<file path="src/rtl/spike_gen_if.sv">
// Control and sample-stream bundle for the spike burst generator.
// The master drives burst configuration; the slave returns the sample stream.
interface spike_gen_if #(
   parameter int DATA_W = 12,
   parameter int CNT_W  = 8
);
   logic                     start;
   logic signed [DATA_W-1:0] baseline;
   logic signed [DATA_W-1:0] peak;
   logic [3:0]               high_len;
   logic [CNT_W-1:0]         gap_len;
   logic [CNT_W-1:0]         n_spikes;
   logic signed [DATA_W-1:0] q;
   logic                     q_valid;
   logic                     busy;
   logic                     done;

   modport master (
      output start, baseline, peak, high_len, gap_len, n_spikes,
      input  q, q_valid, busy, done
   );

   modport slave (
      input  start, baseline, peak, high_len, gap_len, n_spikes,
      output q, q_valid, busy, done
   );
endinterface

</file>
<file path="src/rtl/spike_gen.sv">
// Spike burst generator: gap/peak/tail sample stream for threshold-detector stimulus.
// Outputs are registered from the next-state decision, so a sample appears the cycle after start.
module spike_gen #(
   parameter int DATA_W = 12,
   parameter int CNT_W  = 8
) (
   input  logic     clk,
   input  logic     rst,
   spike_gen_if.slave bus
);

   typedef enum logic [2:0] {IDLE, GAP, HIGH, TAIL, DONE} state_t;

   state_t                   state;
   state_t                   nxt;
   logic [CNT_W-1:0]         cnt;
   logic [CNT_W-1:0]         nxt_cnt;
   logic [CNT_W-1:0]         spk;
   logic [CNT_W-1:0]         nxt_spk;
   logic [CNT_W-1:0]         gap_r;
   logic [3:0]               high_r;
   logic signed [DATA_W-1:0] base_r;
   logic signed [DATA_W-1:0] peak_r;

   logic                     acc;
   logic [CNT_W-1:0]         gap_s;
   logic [CNT_W-1:0]         high_s;
   logic signed [DATA_W-1:0] base_s;
   logic signed [DATA_W-1:0] peak_s;

   assign acc    = (state == IDLE) && bus.start;
   assign gap_s  = acc ? bus.gap_len : gap_r;
   assign high_s = CNT_W'(acc ? bus.high_len : high_r);
   assign base_s = acc ? bus.baseline : base_r;
   assign peak_s = acc ? bus.peak : peak_r;

   // Zero-length phases are skipped here so no state ever emits an empty cycle.
   always_comb begin
      nxt     = state;
      nxt_cnt = cnt;
      nxt_spk = spk;
      unique case (state)
         IDLE: begin
            if (bus.start) begin
               nxt_spk = bus.n_spikes;
               if (bus.n_spikes == '0) begin
                  nxt = DONE;
               end else if (gap_s != '0) begin
                  nxt     = GAP;
                  nxt_cnt = gap_s - CNT_W'(1);
               end else if (high_s != '0) begin
                  nxt     = HIGH;
                  nxt_cnt = high_s - CNT_W'(1);
               end else begin
                  nxt = DONE;
               end
            end
         end
         GAP: begin
            if (cnt != '0) begin
               nxt_cnt = cnt - CNT_W'(1);
            end else if (high_s != '0) begin
               nxt     = HIGH;
               nxt_cnt = high_s - CNT_W'(1);
            end else begin
               nxt_spk = spk - CNT_W'(1);
               nxt     = (spk != CNT_W'(1)) ? GAP : TAIL;
               nxt_cnt = gap_s - CNT_W'(1);
            end
         end
         HIGH: begin
            if (cnt != '0) begin
               nxt_cnt = cnt - CNT_W'(1);
            end else begin
               nxt_spk = spk - CNT_W'(1);
               if (spk != CNT_W'(1)) begin
                  if (gap_s != '0) begin
                     nxt     = GAP;
                     nxt_cnt = gap_s - CNT_W'(1);
                  end else begin
                     nxt     = HIGH;
                     nxt_cnt = high_s - CNT_W'(1);
                  end
               end else if (gap_s != '0) begin
                  nxt     = TAIL;
                  nxt_cnt = gap_s - CNT_W'(1);
               end else begin
                  nxt = DONE;
               end
            end
         end
         TAIL: begin
            if (cnt != '0) begin
               nxt_cnt = cnt - CNT_W'(1);
            end else begin
               nxt = DONE;
            end
         end
         DONE: nxt = IDLE;
         default: nxt = IDLE;
      endcase
   end

   always_ff @(posedge clk) begin
      if (rst) begin
         state       <= IDLE;
         cnt         <= '0;
         spk         <= '0;
         gap_r       <= '0;
         high_r      <= '0;
         base_r      <= '0;
         peak_r      <= '0;
         bus.q       <= '0;
         bus.q_valid <= 1'b0;
         bus.busy    <= 1'b0;
         bus.done    <= 1'b0;
      end else begin
         state <= nxt;
         cnt   <= nxt_cnt;
         spk   <= nxt_spk;
         if (acc) begin
            gap_r  <= bus.gap_len;
            high_r <= bus.high_len;
            base_r <= bus.baseline;
            peak_r <= bus.peak;
         end
         bus.q       <= (nxt == HIGH) ? peak_s : base_s;
         bus.q_valid <= (nxt == GAP) || (nxt == HIGH) || (nxt == TAIL);
         bus.busy    <= (nxt == GAP) || (nxt == HIGH) || (nxt == TAIL);
         bus.done    <= (nxt == DONE);
      end
   end

endmodule

</file>
<file path="src/flat_wrapper.sv">
// flat-port wrapper written by rule: the top's interface ports become plain ports
module spike_gen_flat 
#(
   parameter int DATA_W = 12,
   parameter int CNT_W  = 8
)
  (clk, rst, bus_start, bus_baseline, bus_peak, bus_high_len, bus_gap_len, bus_n_spikes, bus_q, bus_q_valid, bus_busy, bus_done);
  spike_gen_if #(.DATA_W(DATA_W), .CNT_W(CNT_W)) bus_i ();
  input  logic clk;
  input  logic rst;
  input wire logic [$bits(bus_i.start)-1:0] bus_start;
  input wire logic [$bits(bus_i.baseline)-1:0] bus_baseline;
  input wire logic [$bits(bus_i.peak)-1:0] bus_peak;
  input wire logic [$bits(bus_i.high_len)-1:0] bus_high_len;
  input wire logic [$bits(bus_i.gap_len)-1:0] bus_gap_len;
  input wire logic [$bits(bus_i.n_spikes)-1:0] bus_n_spikes;
  output wire logic [$bits(bus_i.q)-1:0] bus_q;
  output wire logic [$bits(bus_i.q_valid)-1:0] bus_q_valid;
  output wire logic [$bits(bus_i.busy)-1:0] bus_busy;
  output wire logic [$bits(bus_i.done)-1:0] bus_done;
  assign bus_i.start = bus_start;
  assign bus_i.baseline = bus_baseline;
  assign bus_i.peak = bus_peak;
  assign bus_i.high_len = bus_high_len;
  assign bus_i.gap_len = bus_gap_len;
  assign bus_i.n_spikes = bus_n_spikes;
  assign bus_q = bus_i.q;
  assign bus_q_valid = bus_i.q_valid;
  assign bus_busy = bus_i.busy;
  assign bus_done = bus_i.done;
  spike_gen #(.DATA_W(DATA_W), .CNT_W(CNT_W)) u_core (.clk(clk), .rst(rst), .bus(bus_i));
endmodule
</file>
<file path="config.mk">
export PLATFORM = sky130hd
export DESIGN_NAME = spike_gen_flat
export DESIGN_NICKNAME = d
export VERILOG_FILES = /design/src/rtl/spike_gen_if.sv /design/src/rtl/spike_gen.sv /design/src/flat_wrapper.sv
export SDC_FILE = /design/constraint.sdc
export NUM_CORES = 1
export LEC_CHECK = 0
export ABC_CLOCK_PERIOD_IN_PS = 6300
export CAP_MARGIN = 0
export CELL_PAD_IN_SITES_DETAIL_PLACEMENT = 1
export CELL_PAD_IN_SITES_GLOBAL_PLACEMENT = 1
export CORE_UTILIZATION = 40
export CTS_CLUSTER_DIAMETER = 50
export DETAILED_ROUTE_END_ITERATION = 8
export PLACE_DENSITY_LB_ADDON = 0.05
export SYNTH_ARGS = -nofsm -noshare
export SYNTH_HDL_FRONTEND = slang
export SYNTH_SLANG_ARGS = --single-unit
</file>
<file path="constraint.sdc">
create_clock -name clk -period 6.3 [get_ports clk]
set_clock_uncertainty 0.1 [all_clocks]
set_input_delay 0.63 -clock clk [delete_from_list [all_inputs] [get_ports clk]]
set_output_delay 0.63 -clock clk [all_outputs]
set_load 0.005 [all_outputs]
</file>
# [Word-level counts from Yosys, hierarchy flattened]
# Cells that the tools add are included.
[totals] register_bits=69 elab_cells=77
[op_classes] addsub=4 n_eq_ne=16 mux=35 reduce_logical=12
[op_table] cell="8-bit 2-to-1 mux" n=16
[op_table] cell="12-bit 2-to-1 mux" n=3
[op_table] cell="8-bit case mux with 4 select lines" n=1
[op_table] cell="8-bit by 1-bit subtractor with 8-bit output, second input constant" n=4
[op_table] cell="3-bit 2-to-1 mux" n=10
[op_table] cell="8-bit case mux with 3 select lines" n=1
[op_table] cell="8-bit nonzero test" n=3
[op_table] cell="3-bit by 2-bit == test with 1-bit output, second input constant" n=4
[op_table] cell="3-bit case mux with 4 select lines" n=1
[op_table] cell="2-bit inequality test, second input constant" n=5
[op_table] cell="8-bit zero test" n=1
[op_table] cell="8-bit by 1-bit inequality test with 1-bit output, second input constant" n=1
[op_table] cell="3-bit by 1-bit == test with 1-bit output, second input constant" n=2
[op_table] cell="6-bit AND reduction" n=1
[op_table] cell="5-bit AND reduction" n=1
[op_table] cell="2-bit 2-to-1 mux" n=2
[op_table] cell="4-bit 2-to-1 mux" n=1
[op_table] cell="4-bit by 1-bit inequality test with 1-bit output, second input constant" n=1
[op_table] cell="4-bit nonzero test" n=1
[op_table] cell="3-bit == test, second input constant" n=1
[op_table] cell="3-bit zero test" n=1
[op_table] cell="3-bit inequality test, second input constant" n=1
[op_table] cell="3-bit nonzero test" n=1
[op_table] cell="1-bit logical OR" n=2
[op_table] cell="other kinds (2)" n=2

# [Logic depth before layout (Yosys ltp)]
# Gate-level depths: netlist of the first run.
[logic_depth] depth_word=12 depth_mapped=16

# [Worst setup path before layout of the first run]
# OpenSTA, ideal clock, no wires.
[synth_path] kind="input -> register" startpoint="in bus_start" endpoint="reg u_core.bus.q[11]" setup_ns=0.080 t_arrival_ns=4.575 t_required_ns=6.120 setup_slack_ns=1.546 path_stages=15 n_path_buf=5 cell_sequence="or4b_4 -> buf_6 -> clkbuf_1 -> clkbuf_1 -> buf_1 -> mux2i_1 -> ha_1 -> or3b_2 -> or3_1 -> a21boi_4 -> o21ai_4 -> a21boi_4 -> buf_6 -> and3b_1 -> a211oi_2"
[synth_via] elab_chain_cells=10
[synth_rtl] element="from (decl)" line="flat_wrapper.sv:11" source="input wire logic [$bits(bus_i.start)-1:0] bus_start;"
[synth_rtl] element="1-bit logical AND" line="spike_gen.sv:31" source="assign acc = (state == IDLE) && bus.start;"
[synth_rtl] element="4-bit 2-to-1 mux" line="spike_gen.sv:33" source="assign high_s = CNT_W'(acc ? bus.high_len : high_r);"
[synth_rtl] element="8-bit nonzero test" line="spike_gen.sv:51, spike_gen.sv:62"
[synth_rtl] element="3-bit 2-to-1 mux" line="spike_gen.sv:51" source="end else if (high_s != '0) begin"
[synth_rtl] element="3-bit 2-to-1 mux" line="spike_gen.sv:48" source="end else if (gap_s != '0) begin"
[synth_rtl] element="3-bit 2-to-1 mux" line="spike_gen.sv:46" source="if (bus.n_spikes == '0) begin"
[synth_rtl] element="3-bit 2-to-1 mux" line="spike_gen.sv:44" source="if (bus.start) begin"
[synth_rtl] element="3-bit case mux with 4 select lines" line="spike_gen.sv:42" source="unique case (state)"
[synth_rtl] element="3-bit by 2-bit == test with 1-bit output" line="spike_gen.sv:127" source="bus.q <= (nxt == HIGH) ? peak_s : base_s;"
[synth_rtl] element="12-bit 2-to-1 mux (*)" line="spike_gen.sv:127"
[synth_rtl] element="to (signal assigned)" line="spike_gen.sv:127"
[synth_rtl] element="to (decl)" line="spike_gen_if.sv:25" source="output q, q_valid, busy, done"
# Every way passes the cells marked *; elsewhere a longest branch is shown, timed or not.
# A chain may end at the register's enable or synchronous reset.

# [Worst setup path in the final report of the first run]
[layout_path] startpoint="in bus_start" endpoint="reg u_core.bus.q[4]"
# The elaborated chain is that of the path after synthesis.

==> summary.md, run 1 <==
### Floorplan
- area of the core: 9330 um2
- starting utilization of the core area: 0.418
- die span in y: 101 um
- number of ports placed on the die boundary: 62
- die area: 10200 um2
- placement row count: 35
- horizontal die dimension: 101 um

### CTS
- number of buffers added by the clock tree synthesis step: 9
- Clock Tree Root: clkbuf_8
- clk sink count: 69
- Max H-tree Level: 3
- Resized cells post-CTS: 0
- clock latency at the later pin of the worst-skew pair: 0.36 ns
- CTS tree: done
- hold buffer count at CTS: 0
- clock transition time at the flip-flop clock pins of the worst setup and hold paths: 0.08 ns
- Post-CTS Setup Inserts: 0
- maximum count of clock buffers along a single path: 2

### STA
- maximum clock rate: 202 MHz
- smallest hold slack: 0.367 ns
- final worst-path cycle share: 0.785
- setup repair after global routing missed its margin: no
- post-layout minimum cycle time: 4.94 ns
- Rel. slew slack: 0.454
- Final Hold Viols: 0
- TNS Setup: 0 ns
- number of setup violations in the final report: 0
- slew at the pin closest to its max-slew limit: 0.819 ns
- worst setup slack after layout: 1.36 ns
- Max Transition Viols Final: 0

### Yosys
- count of synthesis-stage warnings from yosys: 0
- post-synthesis register bit count: 69
- gate count after technology mapping: 471
- EDFF count, synth: 0
- ys flop type: dfxtp_1
- Unique masters post-synth: 54
- Mapped Area: 3900 um2
- post-synth net total: 527
- share of the yosys chip area belonging to registers: 0.354
- mean instance size in the synthesized netlist: 8.29 um2
- fraction of synthesis flops using an asynchronous set or reset pin: 0

### Cells and area
- FILL cells: 1134
- fraction of final layout cells with drive strength greater than 1: 0.0728
- # nets final: 573
- most common cell after layout, fill and taps aside: dfxtp_1
- count of inserted antenna diode cells: 0
- post-route design area: 4780 um2
- growth of design area from synthesis to finish: 22.5%
- most frequent cells in the layout: dfxtp_1 (69), nand2_1 (66), clkdlybuf4s50_1 (60), nor2_1 (49), mux2i_1 (32)
- utilization after layout: 0.513

### Detailed routing
- post-route antenna net violation count: 0
- post-detailed-routing wire length: 11.6 mm
- via density per instance: 5.64
- final routed wire length divided by cell count: 17.9 um
- via total after detailed routing: 3673
- DRC violation count after routing: 0
- First DRT Iteration DRCs: 108
- First-pass DRT Iterations: 4

### Power
- maximum vdd ir drop: 0.000187 V
- power per standard cell area: 512 nW/um2
- leakage component of the power: 1.83 nW

### Outcome
- result of the run: complete, no violations

### Critical path
- Critical Path Start Type: input pin
- critical path peak fanout: 42
- endpoint class of the critical path: flop
- Critical R2R Capture: u_core.bus.q[4]
- critical path required time: 6.46 ns
- worst-case register-to-register setup slack: 1.58 ns
- worst path arrival time: 5.11 ns
- startpoint of the most critical register-to-register path: u_core.state[0]
- cells on worst reg2reg path: 10
- Critical Setup Path Class: in2reg

### Place
- number of port buffers: 61
- standard cell area after detailed placement: 4560 um2
- worst setup slack before clock tree synthesis: 0.960 ns
- HPWL after detailed placement: 8.46 mm
- last weighted congestion value of the routability-driven placer: 0.888

### Worst hold path
- class of the tightest hold or removal check: reg2reg
- destination of the worst hold path: u_core.base_r[5]
- Hold Startpoint: u_core.base_r[5]
- Min-Delay Path Depth: 2

### GRT
- number of antenna violations at the first check in global routing: 0
- via count of the first global-routing pass: 3875
- global-route wire length before repair: 19.3 mm
- aggregate global-route resource usage: 0.248
- maximum number of pins on one net before global-route repair: 70
- grt total ovfl: 0

### Run
- number of maximum-capacitance constraint violations: 0

## stage by stage
| stage | power, mW | cells |
|---|---|---|
| 6_report | 2.45 | 651 |
| 3_5_place_dp | 2.05 | 635 |
| 3_3_place_gp | 2.00 | 635 |
| 4_1_cts | 2.47 | 651 |
| 2_1_floorplan | 1.65 | 471 |
| 5_1_grt | 2.64 | 651 |
## state kept, by name, summed over array words and instances (netlist names)
| signal | flops |
|---|---|
| u_core.bus.q | 12 |
| u_core.state | 3 |
| u_core.spk | 8 |
| u_core.bus.done | 1 |
| u_core.gap_r | 8 |
| u_core.high_r | 4 |
| u_core.cnt | 8 |
| u_core.peak_r | 12 |
| u_core.bus.q_valid | 1 |
| u_core.base_r | 12 |
## cells by family (layout without fill, tap and decap cells)
| logic type | count (synthesis) | after routing | synth area share |
|---|---|---|---|
| XOR/XNOR | 13 | 13 | 0.0292 |
| flip-flops | 69 | 69 | 0.354 |
| multiplexers | 33 | 33 | 0.0850 |
| AO/OA/AOI/OAI | 116 | 116 | 0.212 |
| adder cells (fa/ha/maj) | 9 | 9 | 0.0289 |
| buffers and inverters | 35 | 86 | 0.0420 |
| AND/OR/NAND/NOR | 196 | 196 | 0.249 |
## how the worst max path moves through the flow
stage	to	start	cells after the start
after global placement	u_core.bus.q[3]	bus_start	11
after floorplan	u_core.bus.q[11]	bus_start	15
final	u_core.bus.q[4]	bus_start	11
after global routing	u_core.bus.q[3]	bus_start	11
after CTS	u_core.bus.q[4]	bus_start	11
after detailed placement	u_core.bus.q[4]	bus_start	11
## cell type report
type	count	area (um2)	share of cell area
Clock inverter	7	97.6	0.0204
Inverter	6	22.5	0.00471
Timing Repair Buffer	64	628	0.131
Clock buffer	9	124	0.0259
Tap cell	129	161	0.0338
Multi-Input combinational cell	367	2370	0.495
Sequential cell	69	1380	0.289
## cells in the mapped netlist, drive strengths merged (3+ instances only)
master | n | area share
dfxtp | 69 | 0.35
nand2 | 67 | 0.065
nor2 | 49 | 0.047
mux2i | 32 | 0.082
a21oi | 28 | 0.036
o21ai | 21 | 0.030
clkbuf | 20 | 0.019
a211oi | 18 | 0.041
nor3 | 18 | 0.023
and3b | 10 | 0.022
xnor2 | 10 | 0.022
buf | 9 | 0.017
ha | 9 | 0.029
nand2b | 8 | 0.013
nand3 | 8 | 0.010
o211ai | 8 | 0.015
nor2b | 7 | 0.011
nor4 | 7 | 0.011
inv | 6 | 0.0058
or4 | 6 | 0.012
a311oi | 5 | 0.011
a31oi | 5 | 0.0080
nor3b | 5 | 0.0096
o22ai | 5 | 0.0080
a21boi | 4 | 0.013
or3 | 4 | 0.0077
a221oi | 3 | 0.0067
a22oi | 3 | 0.0058
xor2 | 3 | 0.0067
## where the power goes
part / switching (mW) / internal [mW] / leakage (nW)
Combinational: 0.808 / 0.568 / 1.16
Clock: 0.188 / 0.224 / 0.106
Sequential: 0.0976 / 0.561 / 0.568
## metal layers
layer | GRT usage | part of all wire
met1 | 0.294 | 0.45
met3 | 0.0479 | 0.031
met5 | 0 | 0
met4 | 0.0892 | 0.023
met2 | 0.445 | 0.50
## worst max-delay path: stages
cell and delay [ns]:
clkdlybuf4s50_1 0.53, or4b_4 0.78, mux2i_1 0.44, ha_1 0.23, or3b_2 0.48, or3_1 0.44
a21boi_4 0.33, o21ai_4 0.15, a21boi_4 0.60, and3b_1 0.25, a211oi_1 0.21
Power figures use the tool's default switching activity.
==> inputs of run 2 (changes only) <==
--- a/config.mk
+++ b/config.mk
@@ -5,7 +5,7 @@
 export SDC_FILE = /design/constraint.sdc
 export NUM_CORES = 1
 export LEC_CHECK = 0
-export ABC_CLOCK_PERIOD_IN_PS = 6300
+export ABC_CLOCK_PERIOD_IN_PS = 4850
 export CAP_MARGIN = 0
 export CELL_PAD_IN_SITES_DETAIL_PLACEMENT = 1
 export CELL_PAD_IN_SITES_GLOBAL_PLACEMENT = 1
==> constraint.sdc (replaced) <==
create_clock -name clk -period 4.85 [get_ports clk]
set_clock_uncertainty 0.1 [all_clocks]
set_input_delay 0.485 -clock clk [delete_from_list [all_inputs] [get_ports clk]]
set_output_delay 0.485 -clock clk [all_outputs]
set_load 0.005 [all_outputs]
==> summary.md, run 2 (synthesis gave the netlist of run 1 again) <==
### Place
- HPWL after detailed placement: 8.41 mm, -0.61%
- last weighted congestion value of the routability-driven placer: 0.883, -0.52%
- post-placement cell count: 642, +1.1%
- number of port buffers: 61, unchanged

### Critical path
- endpoint class of the critical path: flop
- worst path arrival time: 4.37 ns, -0.74 ns
- worst-case register-to-register setup slack: 0.74 ns, -0.84 ns
- critical path peak fanout: 24, -43%
- Critical Path Start Type: input pin
- Critical Setup Path Class: in2reg
- critical path required time: 5.01 ns, -1.45 ns

### Floorplan
- die span in y: 101 um, unchanged
- horizontal die dimension: 101 um, unchanged
- starting utilization of the core area: 0.418, unchanged
- number of ports placed on the die boundary: 62, unchanged
- placement row count: 35, unchanged
- die area: 10200 um2, unchanged
- area of the core: 9330 um2, unchanged

### Outcome
- result of the run: complete, no violations

### Power
- maximum vdd ir drop: 0.000231 V, +24%
- internal power: 1.70 mW, +26%
- Flop pwr share: 0.274, +0.005
- total chip power: 3.12 mW, +27%
- leakage component of the power: 1.86 nW, +1.3%
- switching power summed over all nets: 1.42 mW, +29%
- power per standard cell area: 649 nW/um2, +27%
- Clk pwr share: 0.143, -0.026
- switching portion of total power: 0.454, +0.00731
- share of power burned in combinational logic: 0.582, +0.020

### GRT
- grt total ovfl: 0, unchanged
- via count of the first global-routing pass: 3851, -0.62%
- maximum number of pins on one net before global-route repair: 70, unchanged
- aggregate global-route resource usage: 0.239, -0.00939
- global-route wire length before repair: 19.0 mm, -1.6%
- number of antenna violations at the first check in global routing: 0, unchanged

### CTS
- CTS tree: done
- clock transition time at the flip-flop clock pins of the worst setup and hold paths: 0.09 ns, about the same
- hold buffer count at CTS: 0, unchanged
- Post-CTS Setup Inserts: 0, unchanged
- clock latency at the later pin of the worst-skew pair: 0.35 ns, about the same
- maximum count of clock buffers along a single path: 2, unchanged
- number of buffers added by the clock tree synthesis step: 9, unchanged
- clk sink count: 69, unchanged
- Clock Tree Root: clkbuf_8
- Max H-tree Level: 3, unchanged
- Resized cells post-CTS: 0, unchanged

### Cells and area
- count of inserted antenna diode cells: 0, unchanged
- growth of design area from synthesis to finish: 23.1%
- area of the multi-input gates: 2370 um2, unchanged
- most common cell after layout, fill and taps aside: dfxtp_1
- utilization after layout: 0.515, +0.00241
- FF/Latch Area: 1380 um2, unchanged
- post-layout instance count excluding filler cells: 658, +1.1%
- FILL cells: 1144, +0.88%
- largest registers in the final layout: u_core.base_r x12, u_core.bus.q x12, u_core.peak_r x12
- fraction of final layout cells with drive strength greater than 1: 0.0851, +0.0123
- most frequent cells in the layout: dfxtp_1 (69), nand2_1 (66), clkdlybuf4s50_1 (60), nor2_1 (49), mux2i_1 (32)
- # nets final: 580, +1.2%

### Detailed routing
- First-pass DRT Iterations: 4, unchanged
- final routed wire length divided by cell count: 17.3 um, -3.1%
- First DRT Iteration DRCs: 177, +64%
- via density per instance: 5.63, -0.20%
- via total after detailed routing: 3705, +0.87%
- DRC violation count after routing: 0, unchanged
- post-route antenna net violation count: 0, unchanged
- post-detailed-routing wire length: 11.4 mm, -2.0%

### STA
- slew at the pin closest to its max-slew limit: 0.786 ns, -0.0326 ns
- final worst-path cycle share: 0.869
- maximum clock rate: 237 MHz
- setup repair after global routing missed its margin: no
- Rel. slew slack: 0.476, +0.0217
- Max Transition Viols Final: 0, unchanged
- Final Hold Viols: 0, unchanged
- TNS Setup: 0 ns, unchanged
- post-layout minimum cycle time: 4.22 ns
- number of setup violations in the final report: 0, unchanged

### Worst hold path
- class of the tightest hold or removal check: reg2reg

### Run
- number of maximum-capacitance constraint violations: 0, unchanged

run 2: cell count changes in the layout (fill, tap and decap cells not counted), sizes merged:
cell	previous run	this run
buf	4	11
bufinv	2	0
clkinvlp	2	1
inv	7	10
run 2: worst paths after layout:
kind	from	cells after the start	to
setup / recovery	bus_start	12	u_core.bus.q[4]
setup reg to reg	u_core.state[0]	11	u_core.bus.q[4]
hold / removal	u_core.base_r[7]	2	u_core.base_r[7]
hold reg to reg	u_core.base_r[7]	2	u_core.base_r[7]
run 2: worst max-delay path, stage by stage:
cell             delay, ns
clkdlybuf4s50_1       0.53
or4b_4                0.65
mux2i_1               0.33
ha_1                  0.22
or3b_2                0.46
or3_1                 0.43
a21boi_4              0.33
o21ai_4               0.14
a21boi_4              0.21
buf_12                0.18
and3b_1               0.18
a211oi_1              0.21
run 2: layout make-up:
class                      instances  area share
clock inverter                     7      0.0115
timing repair buffer              71       0.144
clock buffer                       9      0.0258
inverter                           6     0.00469
multi-input combinational        367       0.493
sequential                        69       0.288
tap                              129      0.0336
run 2: through the flow:
stage / setup slack [ns] / instance area, um2 / hold WS (ns)
6_report: 0.635 / 4800 / 0.366
2_1_floorplan: 0.241 / 3900 / 0.337
5_1_grt: 0.425 / 4800 / 0.404
3_5_place_dp: 0.254 / 4620 / 0.356
3_3_place_gp: 0.412 / 4620 / 0.343
4_1_cts: 0.630 / 4800 / 0.369
run 2: power by group through the flow:
stage | logic (mW) | clock network (mW) | registers, mW
2_1_floorplan | 1.32 | 0 | 0.823
3_3_place_gp | 1.78 | 0 | 0.859
3_5_place_dp | 1.82 | 0 | 0.868
4_1_cts | 1.83 | 0.456 | 0.855
5_1_grt | 2.01 | 0.487 | 0.877
6_report | 1.82 | 0.446 | 0.856
run 2: layer usage:
metal	wire length (um)	global-route usage	up-vias
met4	161	0.0736	0
met2	5550	0.422	85
met3	459	0.0423	15
met1	5240	0.295	1785
met5	0	0	-
li1	-	-	1820
